### config.mk
export PLATFORM = sky130hd
export DESIGN_NAME = fifo_read_handler
export DESIGN_NICKNAME = d
export VERILOG_FILES = /design/src/rtl/fifo_pkg.sv /design/src/rtl/gray_to_bin.sv /design/src/rtl/fifo_read_handler.sv
export SDC_FILE = /design/constraint.sdc
export NUM_CORES = 1
export LEC_CHECK = 0
export CELL_PAD_IN_SITES_DETAIL_PLACEMENT = 0
export CELL_PAD_IN_SITES_GLOBAL_PLACEMENT = 1
export CORE_MARGIN = 2
export CORE_UTILIZATION = 45
export CTS_CLUSTER_SIZE = 8
export DETAILED_ROUTE_END_ITERATION = 12
export PLACE_DENSITY = 0.95
export SYNTH_ARGS = -nofsm -noshare
export SYNTH_HDL_FRONTEND = slang
export SYNTH_SLANG_ARGS = --single-unit
### constraint.sdc
create_clock -name clk -period 7.3 [get_ports clk]
set_clock_uncertainty 0.2 [all_clocks]
set_input_delay 1.46 -clock clk [delete_from_list [all_inputs] [get_ports clk]]
set_output_delay 1.46 -clock clk [all_outputs]
set_load 0.02 [all_outputs]
### src/rtl/fifo_pkg.sv
// Shared pointer-encoding helpers for the dual-clock FIFO (read and write handlers).
// Functions operate on 32-bit words; callers zero-extend narrower pointers and
// truncate the result back to pointer width.
package fifo_pkg;

  localparam int CONV_W = 32;

  // Binary to reflected Gray code.
  function automatic logic [CONV_W-1:0] bin2gray(input logic [CONV_W-1:0] bin);
    return bin ^ (bin >> 1);
  endfunction

  // Reflected Gray code to binary: each bit is the XOR of all Gray bits at or above it.
  function automatic logic [CONV_W-1:0] gray2bin(input logic [CONV_W-1:0] gray);
    logic [CONV_W-1:0] bin;
    bin = '0;
    bin[CONV_W-1] = gray[CONV_W-1];
    for (int i = CONV_W - 2; i >= 0; i--) begin
      bin[i] = bin[i+1] ^ gray[i];
    end
    return bin;
  endfunction

endpackage

### src/rtl/gray_to_bin.sv
// Combinational Gray-to-binary converter of arbitrary width.
// Each output bit is the XOR-reduction of the Gray bits from itself up to the MSB,
// which keeps every bit independent (no ripple through the output vector).
module gray_to_bin #(
  parameter int WIDTH = 17
) (
  input  logic [WIDTH-1:0] gray,
  output logic [WIDTH-1:0] bin
);

  for (genvar i = 0; i < WIDTH; i++) begin : g_bit
    assign bin[i] = ^gray[WIDTH-1:i];
  end

endmodule

### src/rtl/fifo_read_handler.sv
// Read-side pointer and flag logic of the dual-clock FIFO.
// Owns the binary read pointer (memory read address) and the Gray read pointer
// sent to the write domain. Brings the write domain's Gray pointer into clk through
// a plain flop chain and derives empty, almost_empty, fill_level and underflow.
// Flags are computed from the post-read pointer so the final entry's read sets
// empty on the same edge, and a freshly written entry only becomes visible once
// it has crossed the synchroniser (conservative: never falsely non-empty).
module fifo_read_handler
  import fifo_pkg::*;
#(
  parameter int PTR_WIDTH     = 16,
  parameter int SYNC_STAGES   = 2,
  parameter int AEMPTY_THRESH = 4
) (
  input  logic                 clk,
  input  logic                 rstn,
  input  logic [PTR_WIDTH:0]   wr_gray_ptr,
  input  logic                 rd_en,
  output logic                 empty,
  output logic                 almost_empty,
  output logic                 underflow,
  output logic [PTR_WIDTH:0]   fill_level,
  output logic [PTR_WIDTH:0]   bin_rd_ptr,
  output logic [PTR_WIDTH:0]   gray_rd_ptr
);

  localparam int PW1 = PTR_WIDTH + 1;

  (* ASYNC_REG = "TRUE" *) logic [PTR_WIDTH:0] sync_q [SYNC_STAGES];

  logic [PTR_WIDTH:0] wr_gray_sync;
  logic [PTR_WIDTH:0] wr_bin_sync;
  logic [PTR_WIDTH:0] rd_next;
  logic [PTR_WIDTH:0] gray_next;
  logic [PTR_WIDTH:0] level_next;
  logic               rd_accept;

  // First synchroniser stage captures the asynchronous Gray write pointer.
  always_ff @(posedge clk or negedge rstn) begin
    if (!rstn) sync_q[0] <= '0;
    else       sync_q[0] <= wr_gray_ptr;
  end

  // Remaining synchroniser stages: straight flop-to-flop, no logic in between.
  for (genvar s = 1; s < SYNC_STAGES; s++) begin : g_sync
    always_ff @(posedge clk or negedge rstn) begin
      if (!rstn) sync_q[s] <= '0;
      else       sync_q[s] <= sync_q[s-1];
    end
  end

  assign wr_gray_sync = sync_q[SYNC_STAGES-1];

  gray_to_bin #(.WIDTH(PW1)) u_wr_g2b (
    .gray (wr_gray_sync),
    .bin  (wr_bin_sync)
  );

  // Next-pointer and flag values; a read is only accepted against the registered empty.
  always_comb begin
    rd_accept  = rd_en & ~empty;
    rd_next    = bin_rd_ptr + {{PTR_WIDTH{1'b0}}, rd_accept};
    gray_next  = PW1'(bin2gray(CONV_W'(rd_next)));
    level_next = wr_bin_sync - rd_next;
  end

  // Pointer and flag registers, all updated on the same edge.
  always_ff @(posedge clk or negedge rstn) begin
    if (!rstn) begin
      bin_rd_ptr   <= '0;
      gray_rd_ptr  <= '0;
      empty        <= 1'b1;
      almost_empty <= 1'b1;
      fill_level   <= '0;
      underflow    <= 1'b0;
    end else begin
      bin_rd_ptr   <= rd_next;
      gray_rd_ptr  <= gray_next;
      empty        <= (gray_next == wr_gray_sync);
      almost_empty <= (level_next <= PW1'(AEMPTY_THRESH));
      fill_level   <= level_next;
      underflow    <= rd_en & empty;
    end
  end

endmodule

Yosys cells after proc, flatten, opt, wreduce, memory -nomap -nowiden

Index checks and enable logic that the tools add are counted.

Register bits: 88
Output and inout port bits: 54
Word-level logic and storage cells: 32

Eq/ne operators: 1
Reduce and logical (&&, ||, !) cells: 16
Order comparisons: 1
Add/subtract/negate cells: 2
Bitwise operators: 4

Operators by type and width:

| cell                                                                               | number |
|---|---|
| 17-bit by 1-bit adder with 17-bit output                                           | 1 |
| 17-bit equality test                                                               | 1 |
| 17-bit by 3-bit less-or-equal comparator with 1-bit output (second input constant) | 1 |
| 17-bit XOR reduction                                                               | 1 |
| 17-bit subtractor                                                                  | 1 |
| 17-bit by 16-bit XOR with 17-bit output                                            | 1 |
| 16-bit XOR reduction                                                               | 1 |
| 15-bit XOR reduction                                                               | 1 |
| 14-bit XOR reduction                                                               | 1 |
| 13-bit XOR reduction                                                               | 1 |
| 12-bit XOR reduction                                                               | 1 |
| 11-bit XOR reduction                                                               | 1 |
| 10-bit XOR reduction                                                               | 1 |
| 9-bit XOR reduction                                                                | 1 |
| 8-bit XOR reduction                                                                | 1 |
| 7-bit XOR reduction                                                                | 1 |
| 6-bit XOR reduction                                                                | 1 |
| 5-bit XOR reduction                                                                | 1 |
| 4-bit XOR reduction                                                                | 1 |
| 3-bit XOR reduction                                                                | 1 |
| 1-bit AND                                                                          | 2 |
| 2-bit XOR reduction                                                                | 1 |
| 1-bit inverter                                                                     | 1 |

Logic depth before layout (Yosys ltp)

Gate-level depths: netlist of the first run.

Depth in word-level cells: 5
Depth in mapped cells: 19
Mapped depth without buffers: 19

Modules after synthesis

A second synthesis of the first run with hierarchy kept.

Cells, all modules: 348
Area total of the unflattened synthesis: 4,190.3 sq um

Modules (own cells, without submodules):

| module            | seq. area each (sq um) | instances | cells each | area an instance (sq um) |
|---|---|---|---|---|
| fifo_read_handler | 2,179.6                | 1         | 321        | 3,851.2 |
| gray_to_bin       | 0.0                    | 1         | 27         | 339.1 |

Worst setup path after synthesis of the first run

Ideal clock, no wire load.

Kind: flip-flop to flip-flop
Start point: register sync_q (netlist bit wr_gray_sync[16])
End point: register almost_empty
Arrival: 4,469 ps
Slack: 2,541 ps
Cell stages (with the launch flop): 18
Data required time: 7,010 ps
Path through: dfrtp_1 -> xor3_2 -> xnor3_2 -> xnor2_1 -> xnor2_1 -> xnor2_1 -> xor2_1 -> ha_1 -> fa_1 -> a21boi_0 -> a21oi_1 -> o221ai_2 -> a21oi_2 -> o31ai_1 -> a21oi_1 -> xnor2_1 -> or2_0 -> nor4_2

Cells in the longest elaborated chain, start to end: 3

RTL lines:

| item                                                           | RTL line                | RTL |
|---|---|---|
| start, declared                                                | fifo_read_handler.sv:29 | `(* ASYNC_REG = "TRUE" *) logic [PTR_WIDTH:0] sync_q [SYNC_STAGES];` |
| start signal, assigned by index                                | fifo_read_handler.sv:48 | `else sync_q[s] <= sync_q[s-1];` |
| 17-bit XOR reduction (tied with other cells)                   | gray_to_bin.sv:12       | `assign bin[i] = ^gray[WIDTH-1:i];` |
| 17-bit subtractor (*)                                          | fifo_read_handler.sv:64 | `level_next = wr_bin_sync - rd_next;` |
| via level_next[14]                                             | fifo_read_handler.sv:35 | `logic [PTR_WIDTH:0] level_next;` |
| 17-bit by 3-bit less-or-equal comparator with 1-bit output (*) | fifo_read_handler.sv:80 | `almost_empty <= (level_next <= PW1'(AEMPTY_THRESH));` |
| end signal, assigned                                           | fifo_read_handler.sv:80 |  |
| end, declared                                                  | fifo_read_handler.sv:20 | `output logic almost_empty,` |

The timed path passes the listed nets; every way through them passes the cells marked *.

Final worst setup path of the first run

Same ends and word-level chain as after synthesis.

==> run summary, run 1 <==
====================================================================================================
Root buffer cell                                                                        sky130_fd_sc_hd__clkbuf_8
Area Growth Syn to Fin                                                                        26.24%
Maximum buffer depth of the clock tree                                                             2
Slew at the pin closest to its max-slew limit                                                1043 ps
RD Place Congestion                                                                           0.8817
Drt pass-1 iters                                                                                   4
Warning count from the yosys run                                                                   0
Worst min-delay path category                                                           flop to flop
CP Cell Sequence                                                                        xor3_2, xnor3_2, xnor2_1, xnor2_1, xnor2_1, xor2_1, ha_1, fa_1, a21boi_0, a21oi_1, o221ai_2, a21oi_2, o31ai_1, a21oi_1, xnor2_1, or2_0, nor4_2
Pin count of the biggest net entering global routing                                              88
Antenna violations before repair                                                                   0
Total Wirelength                                                                            7.851 mm
Antenna diodes                                                                                     0
Number of primary I/O pins                                                                        74
Top Metal Used                                                                                  met4
Top flip-flop cell by instance count after synthesis                                    sky130_fd_sc_hd__dfrtp_1
Wire length of the first global-routing pass                                                13.09 mm
Num CTS Buffers                                                                                    9
Relative slew slack                                                                           30.48%
Cell Pwr Density                                                                        410.1 nW/um^2
Most frequent standard cell in the layout excluding fill and tap cells                  sky130_fd_sc_hd__dfrtp_1
DRC                                                                                                0
Via-per-instance ratio                                                                         4.917
Post-Route M1 WL                                                                            3.694 mm
Max Cap Viol                                                                                       0
Leak Pwr                                                                                    2.267 nW
Die Width                                                                                   99.19 um
Count of instances resized after the clock tree is built                                           0
Height of the chip                                                                          99.19 um
Core Area                                                                                 8763 sq um
Top library cells by usage in the layout, fill and taps aside                           sky130_fd_sc_hd__dfrtp_1, sky130_fd_sc_hd__clkdlybuf4s50_1, sky130_fd_sc_hd__xnor2_1, sky130_fd_sc_hd__xor2_1, sky130_fd_sc_hd__inv_1
Layout cell share with drive strength beyond 1                                                7.801%
Routed length per placed instance                                                           14.79 um
Buffering stage count on the worst path with inverters included                                    0
Cell row count                                                                                    34
Clock-pin slew reported for the worst setup and hold paths after clock tree synthesis          90 ps
Fraction of the cycle the final worst path needs                                              71.54%
Synthesized area per cell                                                                12.17 sq um
Req. time, crit path                                                                         7380 ps
Routed length on met2                                                                       3.585 mm
All-Layer GR Usage                                                                            17.24%
Floorplan die area                                                                        9839 sq um
Data arrival time at the worst-slack endpoint                                                5310 ps
Number of global-route vias before repair                                                       2620
Number of buffers inserted by port buffering                                                      73
Post-CTS Setup Bufs                                                                                0
Syn_nets                                                                                         372
Critical path startpoint category                                                               flop
Seq cells post-synth                                                                              87
Setup_tns                                                                                       0 ps
Cell count after synthesis                                                                       335
Final cell count without fillers                                                                 531
Total half-perimeter wirelength after legalization and detailed placement                   5.982 mm
Via Count                                                                                       2611
Setup violators final                                                                              0
Total number of clock tree sinks                                                                  87
Final ANT Viol Nets                                                                                0
Slowest library cell on the worst path                                                  sky130_fd_sc_hd__xor3_2
Layout Nets                                                                                      455
Critical path capture point type                                                                flop
Unique masters post-synth                                                                         49
Post-cts hold buffer count                                                                         0
Outcome                                                                                    completed
Fraction of the yosys area taken by sequential cells                                          53.45%
Cell area after synthesis                                                                 4078 sq um
RSZ-0062 raised after global routing                                                           false
Maximum resistive drop on vdd                                                               175.4 uV
Slowest Stage Delay on Critical Path                                                          500 ps
Type of the worst setup path                                                            flop to flop
Final count of hold timing violations                                                              0
Most used cell, CP                                                                      sky130_fd_sc_hd__xnor2_1
Placed cell count                                                                                515
Detailed-routed wire length on met3                                                           288 um
Highest net fanout along the worst path                                                            6
Cell type with the largest total area after synthesis                                   sky130_fd_sc_hd__dfrtp_1
Leading post-synthesis cells by cell area                                               sky130_fd_sc_hd__dfrtp_1, sky130_fd_sc_hd__xnor2_1, sky130_fd_sc_hd__xor2_1
Highest clock frequency the design can meet                                               0.1915 GHz
Initial Utilization                                                                           46.53%
Clock tree from TritonCTS                                                                      built
Drt initial violations                                                                           144
Number of enable flip-flop cells after synthesis                                                   0
Area share of the largest cell type after synthesis                                           52.16%
Final Slew Violations                                                                              0
Crit path time final                                                                         5223 ps
FFs w/ async S/R, synth                                                                       100.0%
Remaining global-route overflow                                                                    0
H-Tree Depth                                                                                       3
Clock latency on the worst-skew pair                                                          370 ps
Cell family with the largest share of critical-path delay                               XOR/XNOR gates
====================================================================================================
layout make-up:
class                           instances  area, sq um
Inverter                               27        101.3
Clock inverter                          5        62.56
Timing Repair Buffer                   73        728.2
Multi-Input combinational cell        220         1789
Fill cell                             703         3616
Clock buffer                           11        151.4
Sequential cell                        87         2180
Tap cell                              108        135.1
synthesized netlist by cell type (2+ instances only):
cell type,instances
sky130_fd_sc_hd__or3_1,2
sky130_fd_sc_hd__nand2_1,15
sky130_fd_sc_hd__ha_1,16
sky130_fd_sc_hd__a21boi_2,2
sky130_fd_sc_hd__o21ai_0,4
sky130_fd_sc_hd__a21oi_1,16
sky130_fd_sc_hd__and2_1,5
sky130_fd_sc_hd__nor3_1,5
sky130_fd_sc_hd__clkinv_1,2
sky130_fd_sc_hd__dfrtp_1,85
sky130_fd_sc_hd__xnor3_2,3
sky130_fd_sc_hd__xor2_1,37
sky130_fd_sc_hd__o21bai_1,2
sky130_fd_sc_hd__nand3_1,11
sky130_fd_sc_hd__and4_1,2
sky130_fd_sc_hd__nor2_1,10
sky130_fd_sc_hd__xnor2_1,51
sky130_fd_sc_hd__dfstp_2,2
sky130_fd_sc_hd__a211oi_1,2
sky130_fd_sc_hd__inv_1,25
sky130_fd_sc_hd__and3_1,4
sky130_fd_sc_hd__nand4_1,4
sky130_fd_sc_hd__o31ai_1,3
sky130_fd_sc_hd__a21o_1,2
sequential cells by signal, indices dropped and copies added (netlist names):
signal	cells
almost_empty	1
empty	1
wr_gray_sync	17
sync_q	17
fill_level	17
underflow	1
gray_rd_ptr	16
bin_rd_ptr	17
report_power, final:
group	internal [W]	leakage, nW	switching, W	total, W
sequential	0.000586	1.07	0.0000496	0.000635
clock	0.000179	0.103	0.000176	0.000355
combinational	0.000497	1.10	0.000624	0.00112
worst paths after layout:
path	startpoint	to	slack [ps]	cells after the start
max	wr_gray_sync[16]$_DFF_PN0_	almost_empty$_DFF_PN1_	2080	17
min	sync_q[24]$_DFF_PN0_	wr_gray_sync[7]$_DFF_PN0_	150	0
max reg2reg	wr_gray_sync[16]$_DFF_PN0_	almost_empty$_DFF_PN1_	2080	17
min reg2reg	sync_q[24]$_DFF_PN0_	wr_gray_sync[7]$_DFF_PN0_	150	0
max in group asynchronous	rstn	fill_level[16]$_DFF_PN0_	5150	1
min in group asynchronous	rstn	underflow$_DFF_PN0_	1090	1
cells by family after synthesis:
group | count (synthesis) | synth area share, %
compound gates | 42 | 7.119
simple gates | 66 | 8.653
flops | 87 | 53.45
xor+xnor | 94 | 22.46
fa+ha+maj | 18 | 5.646
buf+inv | 28 | 2.670
per-stage QoR:
step	instance area (sq um)	power [W]	setup WS [ps]	hold WS [ps]	utilization (%)
2_1_floorplan	4078	0.001428	2541	131.2	-
3_3_place_gp	4933	0.001747	1791	132.8	56.30
3_5_place_dp	4933	0.001767	1701	134.7	56.30
4_1_cts	5147	0.002128	2069	154.4	58.74
5_1_grt	5147	0.002265	1686	157.5	58.74
6_report	5147	0.002111	2077	152.9	58.74
per-layer routing:
metal  track usage, %  up-vias
met5                0        -
met2            25.83       63
li1                 -     1279
met1            23.50     1250
met3            4.146       19
met4            8.851        0
Note: power is estimated with default switching activity, not from simulation.
==> inputs of run 2 (changes only) <==
--- a/config.mk
+++ b/config.mk
@@ -8,10 +8,10 @@
 export CELL_PAD_IN_SITES_DETAIL_PLACEMENT = 0
 export CELL_PAD_IN_SITES_GLOBAL_PLACEMENT = 1
 export CORE_MARGIN = 2
-export CORE_UTILIZATION = 45
+export CORE_UTILIZATION = 42
 export CTS_CLUSTER_SIZE = 8
 export DETAILED_ROUTE_END_ITERATION = 12
-export PLACE_DENSITY = 0.95
+export PLACE_DENSITY = 0.91
 export SYNTH_ARGS = -nofsm -noshare
 export SYNTH_HDL_FRONTEND = slang
 export SYNTH_SLANG_ARGS = --single-unit
==> constraint.sdc (replaced) <==
create_clock -name clk -period 5.24 [get_ports clk]
set_clock_uncertainty 0.2 [all_clocks]
set_input_delay 1.048 -clock clk [delete_from_list [all_inputs] [get_ports clk]]
set_output_delay 1.048 -clock clk [all_outputs]
set_load 0.02 [all_outputs]
==> run 2 against run 1 <==
Compared with the run above: non-clock buffer count up 12; register-to-register slack worse by 1700 ps; sequential power up 40%; cell count up 6.2%; setup slack worse by 1700 ps; sequential share of layout area down 0.86 points; clock power up 21%; power up 38%; die area up 6.8%; largest power group unchanged.
==> run summary, run 2 (same netlist as run 1, synthesis figures left out) <==
====================================================================================================
Outcome                                                                                    completed   unchanged
Post-Route Utilization                                                                        56.32%   was 58.74%
Layout Nets                                                                                      467   was 455
Initial Utilization                                                                           43.72%   was 46.53%
Antenna diodes                                                                                     0   unchanged
Cell family with the largest share of critical-path delay                               XOR/XNOR gates   unchanged
Num CTS Buffers                                                                                    9   unchanged
Worst min-delay path category                                                           flop to flop   unchanged
Final Slew Violations                                                                              0   unchanged
Cell row count                                                                                    35   was 34
Total Wirelength                                                                            8.094 mm   was 7.851 mm
CP Cell Sequence                                                                        xor3_2, xnor3_2, xnor2_2, xnor2_2, xnor2_2, xor2_1, ha_1, fa_1, a21boi_0, a21oi_1, o221ai_2, a21oi_2, o31ai_1, a21oi_1, xnor2_1, or2_0, nor4_2   was xor3_2, xnor3_2, xnor2_1, xnor2_1, xnor2_1, xor2_1, ha_1, fa_1, a21boi_0, a21oi_1, o221ai_2, a21oi_2, o31ai_1, a21oi_1, xnor2_1, or2_0, nor4_2
Total number of clock tree sinks                                                                  87   unchanged
Final count of hold timing violations                                                              0   unchanged
Antenna violations before repair                                                                   0   unchanged
Wire length of the first global-routing pass                                                13.50 mm   was 13.09 mm
Pin count of the biggest net entering global routing                                              88   unchanged
Fill cell instance count of the final layout                                                     773   was 703
Relative slew slack                                                                           30.83%   was 30.48%
Critical path startpoint category                                                               flop   unchanged
Via Count                                                                                       2671   was 2611
Worst hold margin                                                                           150.8 ps   was 152.9 ps
Height of the chip                                                                          102.5 um   was 99.19 um
Highest clock frequency the design can meet                                               0.2066 GHz   was 0.1915 GHz
Fraction of the cycle the final worst path needs                                              92.37%   was 71.54%
Post-cts hold buffer count                                                                         0   unchanged
Drt initial violations                                                                            90   was 144
Remaining global-route overflow                                                                    0   unchanged
Number of buffers inserted by port buffering                                                      73   unchanged
Total half-perimeter wirelength after legalization and detailed placement                   6.304 mm   was 5.982 mm
Core Area                                                                                 9328 sq um   was 8763 sq um
Most used cell, CP                                                                      sky130_fd_sc_hd__xnor2_2   was sky130_fd_sc_hd__xnor2_1
Clock-pin slew reported for the worst setup and hold paths after clock tree synthesis          90 ps   about the same
Top library cells by usage in the layout, fill and taps aside                           sky130_fd_sc_hd__dfrtp_1, sky130_fd_sc_hd__clkdlybuf4s50_1, sky130_fd_sc_hd__xnor2_1, sky130_fd_sc_hd__xor2_1, sky130_fd_sc_hd__inv_1   unchanged
Setup violators final                                                                              0   unchanged
Critical path capture point type                                                                flop   unchanged
Slowest library cell on the worst path                                                  sky130_fd_sc_hd__xor3_2   unchanged
Number of primary I/O pins                                                                        74   unchanged
Slew at the pin closest to its max-slew limit                                                1038 ps   was 1043 ps
Max Cap Viol                                                                                       0   unchanged
Via-per-instance ratio                                                                         4.736   was 4.917
Final ANT Viol Nets                                                                                0   unchanged
Type of the worst setup path                                                            flop to flop   unchanged
All-Layer GR Usage                                                                            17.09%   was 17.24%
Area Growth Syn to Fin                                                                        28.84%   was 26.24%
Drt pass-1 iters                                                                                   4   unchanged
Maximum buffer depth of the clock tree                                                             2   unchanged
Highest net fanout along the worst path                                                            6   unchanged
Layout cell share with drive strength beyond 1                                                10.80%   was 7.801%
Clock latency on the worst-skew pair                                                          360 ps   was 370 ps
Buffering stage count on the worst path with inverters included                                    0   unchanged
Most frequent standard cell in the layout excluding fill and tap cells                  sky130_fd_sc_hd__dfrtp_1   unchanged
Slowest Stage Delay on Critical Path                                                          500 ps   about the same
Floorplan die area                                                                       10510 sq um   was 9839 sq um
Maximum resistive drop on vdd                                                               261.5 uV   was 175.4 uV
Leak Pwr                                                                                    2.329 nW   was 2.267 nW
RD Place Congestion                                                                           0.8388   was 0.8817
Number of global-route vias before repair                                                       2726   was 2620
Data arrival time at the worst-slack endpoint                                                4910 ps   was 5310 ps
Cell Pwr Density                                                                        555.2 nW/um^2   was 410.1 nW/um^2
Crit path time final                                                                         4840 ps   was 5223 ps
Req. time, crit path                                                                         5310 ps   was 7380 ps
DRC                                                                                                0   unchanged
H-Tree Depth                                                                                       3   unchanged
Die Width                                                                                   102.5 um   was 99.19 um
Clock tree from TritonCTS                                                                      built   unchanged
Root buffer cell                                                                        sky130_fd_sc_hd__clkbuf_8   unchanged
Routed length per placed instance                                                           14.35 um   was 14.79 um
====================================================================================================
[run 2: through the flow]
stage	setup WS [ps]	cell area (sq um)	total power [W]	TNS, ps	cells
after floorplan	480.7	4078	0.001990	0	335
after global placement	348.1	5050	0.002473	0	548
after detailed placement	283.2	5050	0.002495	0	548
after CTS	246.0	5231	0.002933	0	564
after global routing	-7.423	5254	0.003149	-7.423	564
final	399.9	5254	0.002917	0	564
[run 2: power breakdown]
part	switching, W	internal [W]	total, W
clock	0.000241	0.000190	0.000431
combinational	0.000871	0.000729	0.00160
sequential	0.0000708	0.000816	0.000887
[run 2: cell type report]
class | count | area, sq um | share of cell area [%]
sequential | 87 | 2180 | 41.49
multi-input combinational | 220 | 1812 | 34.48
timing repair buffer | 85 | 818.3 | 15.58
tap | 129 | 161.4 | 3.072
clock buffer | 11 | 141.4 | 2.691
inverter | 27 | 101.3 | 1.929
clock inverter | 5 | 40.04 | 0.7621
[run 2: per-layer routing]
| layer | up-vias | track usage (%) | wire length (um) |
|---|---|---|---|
| li1 | 1312 | - | - |
| met1 | 1295 | 22.52 | 3700 |
| met2 | 51 | 27.40 | 3913 |
| met3 | 13 | 4.068 | 308 |
| met4 | 0 | 6.872 | 172 |
| met5 | - | 0 | 0 |
[run 2: worst paths after layout]
kind | start | end | slack, ps | cells after the start
max | wr_gray_sync[16]$_DFF_PN0_ | almost_empty$_DFF_PN1_ | 400 | 17
max reg2reg | wr_gray_sync[16]$_DFF_PN0_ | almost_empty$_DFF_PN1_ | 400 | 17
min in group asynchronous | rstn | sync_q[22]$_DFF_PN0_ | 670 | 1
min reg2reg | sync_q[27]$_DFF_PN0_ | wr_gray_sync[10]$_DFF_PN0_ | 150 | 0
max in group asynchronous | rstn | wr_gray_sync[11]$_DFF_PN0_ | 3510 | 1
min | sync_q[27]$_DFF_PN0_ | wr_gray_sync[10]$_DFF_PN0_ | 150 | 0
[run 2: what timing repair did]
| item | CTS | global route |
|---|---|---|
| endpoints found under the setup margin | 0 | 1 |
| setup buffers | 0 | 0 |
| resized for setup | 0 | 3 |
==> inputs of run 3 (changes only) <==
--- a/config.mk
+++ b/config.mk
@@ -12,6 +12,7 @@
 export CTS_CLUSTER_SIZE = 8
 export DETAILED_ROUTE_END_ITERATION = 12
 export PLACE_DENSITY = 0.91
+export REMOVE_ABC_BUFFERS = 1
 export SYNTH_ARGS = -nofsm -noshare
 export SYNTH_HDL_FRONTEND = slang
 export SYNTH_SLANG_ARGS = --single-unit
==> run 3 against run 2 <==
Compared with the run above: cell count fell by 0.18%; flip-flop and latch count did not move; count of clock-buffer cells in the layout rose by 1; register-to-register slack got worse by 80 ps; global-route usage fell by 0.14 points; via count fell by 0.41%; sequential power barely moved.
==> run summary, run 3 (same netlist as run 1, synthesis figures left out) <==
====================================================================================================
Outcome                                                                                    completed   unchanged
CP Cell Sequence                                                                        xor3_2, xnor3_2, xnor2_2, xnor2_1, xnor2_2, xor2_1, ha_1, fa_1, inv_1, a31oi_1, a21boi_2, o221ai_2, a21oi_2, o31ai_1, a21oi_1, xnor2_1, or2_0, nor4_2   was xor3_2, xnor3_2, xnor2_2, xnor2_2, xnor2_2, xor2_1, ha_1, fa_1, a21boi_0, a21oi_1, o221ai_2, a21oi_2, o31ai_1, a21oi_1, xnor2_1, or2_0, nor4_2
Total half-perimeter wirelength after legalization and detailed placement                   6.308 mm   was 6.304 mm
Final count of hold timing violations                                                              0   unchanged
Floorplan die area                                                                       10510 sq um   unchanged
Clock latency on the worst-skew pair                                                          350 ps   was 360 ps
Type of the worst setup path                                                            flop to flop   unchanged
Area Growth Syn to Fin                                                                        28.94%   was 28.84%
Fraction of the cycle the final worst path needs                                              93.97%   was 92.37%
All-Layer GR Usage                                                                            16.95%   was 17.09%
Slew at the pin closest to its max-slew limit                                                1028 ps   was 1038 ps
Critical Path Sink                                                                      almost_empty$_DFF_PN1_   unchanged
Top Metal Used                                                                                  met4   unchanged
Crit path time final                                                                         4924 ps   was 4840 ps
Critical path startpoint category                                                               flop   unchanged
Final cell count without fillers                                                                 563   was 564
Initial Utilization                                                                           43.72%   unchanged
Slowest Stage Delay on Critical Path                                                          510 ps   was 500 ps
Via Count                                                                                       2660   was 2671
Maximum resistive drop on vdd                                                               227.2 uV   was 261.5 uV
Total number of clock tree sinks                                                                  87   unchanged
Relative slew slack                                                                           31.50%   was 30.83%
Height of the chip                                                                          102.5 um   unchanged
Req. time, crit path                                                                         5300 ps   was 5310 ps
Num CTS Buffers                                                                                    9   unchanged
Drt pass-1 iters                                                                                   4   unchanged
Routed length on met2                                                                       3.956 mm   was 3.913 mm
Final Slew Violations                                                                              0   unchanged
Slowest library cell on the worst path                                                  sky130_fd_sc_hd__xor3_2   unchanged
Endpoint of the worst register-to-register path                                         almost_empty$_DFF_PN1_   unchanged
Depth of the most critical reg-to-reg path                                                        18   was 17
Maximum buffer depth of the clock tree                                                             2   unchanged
Top library cells by usage in the layout, fill and taps aside                           sky130_fd_sc_hd__dfrtp_1, sky130_fd_sc_hd__clkdlybuf4s50_1, sky130_fd_sc_hd__xnor2_1, sky130_fd_sc_hd__xor2_1, sky130_fd_sc_hd__inv_1   unchanged
Wire length of the first global-routing pass                                                13.49 mm   was 13.50 mm
Die Width                                                                                   102.5 um   unchanged
Detailed-routed wire length on met3                                                           283 um   was 308 um
Highest net fanout along the worst path                                                            6   unchanged
CP startpoint                                                                           wr_gray_sync[16]$_DFF_PN0_   unchanged
FF-to-FF setup slack                                                                          320 ps   was 400 ps
Critical Path Stages                                                                              18   was 17
R2R Path Start                                                                          wr_gray_sync[16]$_DFF_PN0_   unchanged
DRC                                                                                                0   unchanged
Placed cell count                                                                                547   was 548
Layout cell share with drive strength beyond 1                                                10.14%   was 10.80%
Root buffer cell                                                                        sky130_fd_sc_hd__clkbuf_8   unchanged
Buffering stage count on the worst path with inverters included                                    1   was 0
Routed length per placed instance                                                           14.59 um   was 14.35 um
Remaining global-route overflow                                                                    0   unchanged
Highest clock frequency the design can meet                                               0.2031 GHz   was 0.2066 GHz
Cell row count                                                                                    35   unchanged
Final ANT Viol Nets                                                                                0   unchanged
Number of global-route vias before repair                                                       2724   was 2726
Number of buffers inserted by port buffering                                                      73   unchanged
Clock-pin slew reported for the worst setup and hold paths after clock tree synthesis          80 ps   was 90 ps
Core Area                                                                                 9328 sq um   unchanged
Pin count of the biggest net entering global routing                                              88   unchanged
Leak Pwr                                                                                    2.323 nW   was 2.329 nW
Cell family with the largest share of critical-path delay                               XOR/XNOR gates   unchanged
Antenna diodes                                                                                     0   unchanged
Post-Route M1 WL                                                                            3.825 mm   was 3.700 mm
Worst hold margin                                                                           151.7 ps   was 150.8 ps
Via-per-instance ratio                                                                         4.725   was 4.736
RD Place Congestion                                                                           0.8533   was 0.8388
Number of primary I/O pins                                                                        74   unchanged
Clock tree from TritonCTS                                                                      built   unchanged
Max Cap Viol                                                                                       0   unchanged
RSZ-0062 raised after global routing                                                           false
Data arrival time at the worst-slack endpoint                                                4990 ps   was 4910 ps
Drt initial violations                                                                            92   was 90
Critical path capture point type                                                                flop   unchanged
Antenna violations before repair                                                                   0   unchanged
Cell Pwr Density                                                                        564.1 nW/um^2   was 555.2 nW/um^2
H-Tree Depth                                                                                       3   unchanged
Total Wirelength                                                                            8.213 mm   was 8.094 mm
Most frequent standard cell in the layout excluding fill and tap cells                  sky130_fd_sc_hd__dfrtp_1   unchanged
Post-cts hold buffer count                                                                         0   unchanged
Layout Nets                                                                                      466   was 467
Fill cell instance count of the final layout                                                     790   was 773
Worst min-delay path category                                                           flop to flop   unchanged
Setup_tns                                                                                       0 ps   unchanged
Setup violators final                                                                              0   unchanged
====================================================================================================
==> run 3: cell count changes in the layout (fill, tap and decap cells not counted), sizes merged <==
cell,change
buf,-1
bufinv,+1
clkbuf,+1
clkinv,-1
clkinvlp,+1
inv,-2
==> run 3: report_power, final <==
part,internal (W),leakage (nW),switching [W],total [W]
Sequential,0.000816,1.07,0.0000702,0.000886
Clock,0.000235,0.0968,0.000226,0.000461
Combinational,0.000727,1.16,0.000892,0.00162
Total,0.00178,2.32,0.00119,0.00297
==> run 3: what timing repair did <==
action / in CTS / in global routing
setup endpoints to repair: 0 / 2
setup buffers: 0 / 0
gates resized for setup: 0 / 3
==> run 3: worst reg2reg max path: cells and delay by family, from the launching register on <==
kind                     cells  cell delay, ps
XOR/XNOR                     7            2030
AO/OA/AOI/OAI                6            1050
adder cells (fa/ha/maj)      2             620
AND/OR/NAND/NOR              2             440
flip-flops                   1             400
buffers and inverters        1             100
==> run 3: final cells by class <==
type / count / area (sq um) / share of cell area [%]
clock buffer: 12 / 145.1 / 2.761
timing repair buffer: 84 / 810.8 / 15.42
multi-input combinational: 220 / 1804 / 34.32
sequential: 87 / 2180 / 41.46
tap: 129 / 161.4 / 3.070
clock inverter: 4 / 55.05 / 1.047
inverter: 27 / 101.3 / 1.928
==> run 3: worst min-delay path by stage <==
stage,depth (start not counted),from,to
floorplan,0,sync_q[17]$_DFF_PN0_,wr_gray_sync[0]$_DFF_PN0_
global placement,0,sync_q[23]$_DFF_PN0_,wr_gray_sync[6]$_DFF_PN0_
detailed placement,0,sync_q[27]$_DFF_PN0_,wr_gray_sync[10]$_DFF_PN0_
CTS,0,sync_q[27]$_DFF_PN0_,wr_gray_sync[10]$_DFF_PN0_
global route,0,sync_q[27]$_DFF_PN0_,wr_gray_sync[10]$_DFF_PN0_
finish,0,sync_q[24]$_DFF_PN0_,wr_gray_sync[7]$_DFF_PN0_
==> run 3: routing by layer <==
| metal | track usage [%] | vias up |
|---|---|---|
| li1 | - | 1306 |
| met1 | 23.14 | 1289 |
| met4 | 5.436 | 0 |
| met5 | 0 | - |
| met2 | 27.30 | 56 |
| met3 | 3.525 | 9 |
==> run 3: through the flow <==
step	area [sq um]	utilization (%)	power (W)	setup WS, ps
2_1_floorplan	4070	-	0.001990	480.7
3_3_place_gp	5042	54.06	0.002476	222.0
3_5_place_dp	5042	54.06	0.002505	170.2
4_1_cts	5243	56.20	0.002981	142.7
5_1_grt	5258	56.36	0.003189	15.21
6_report	5258	56.36	0.002966	316.0
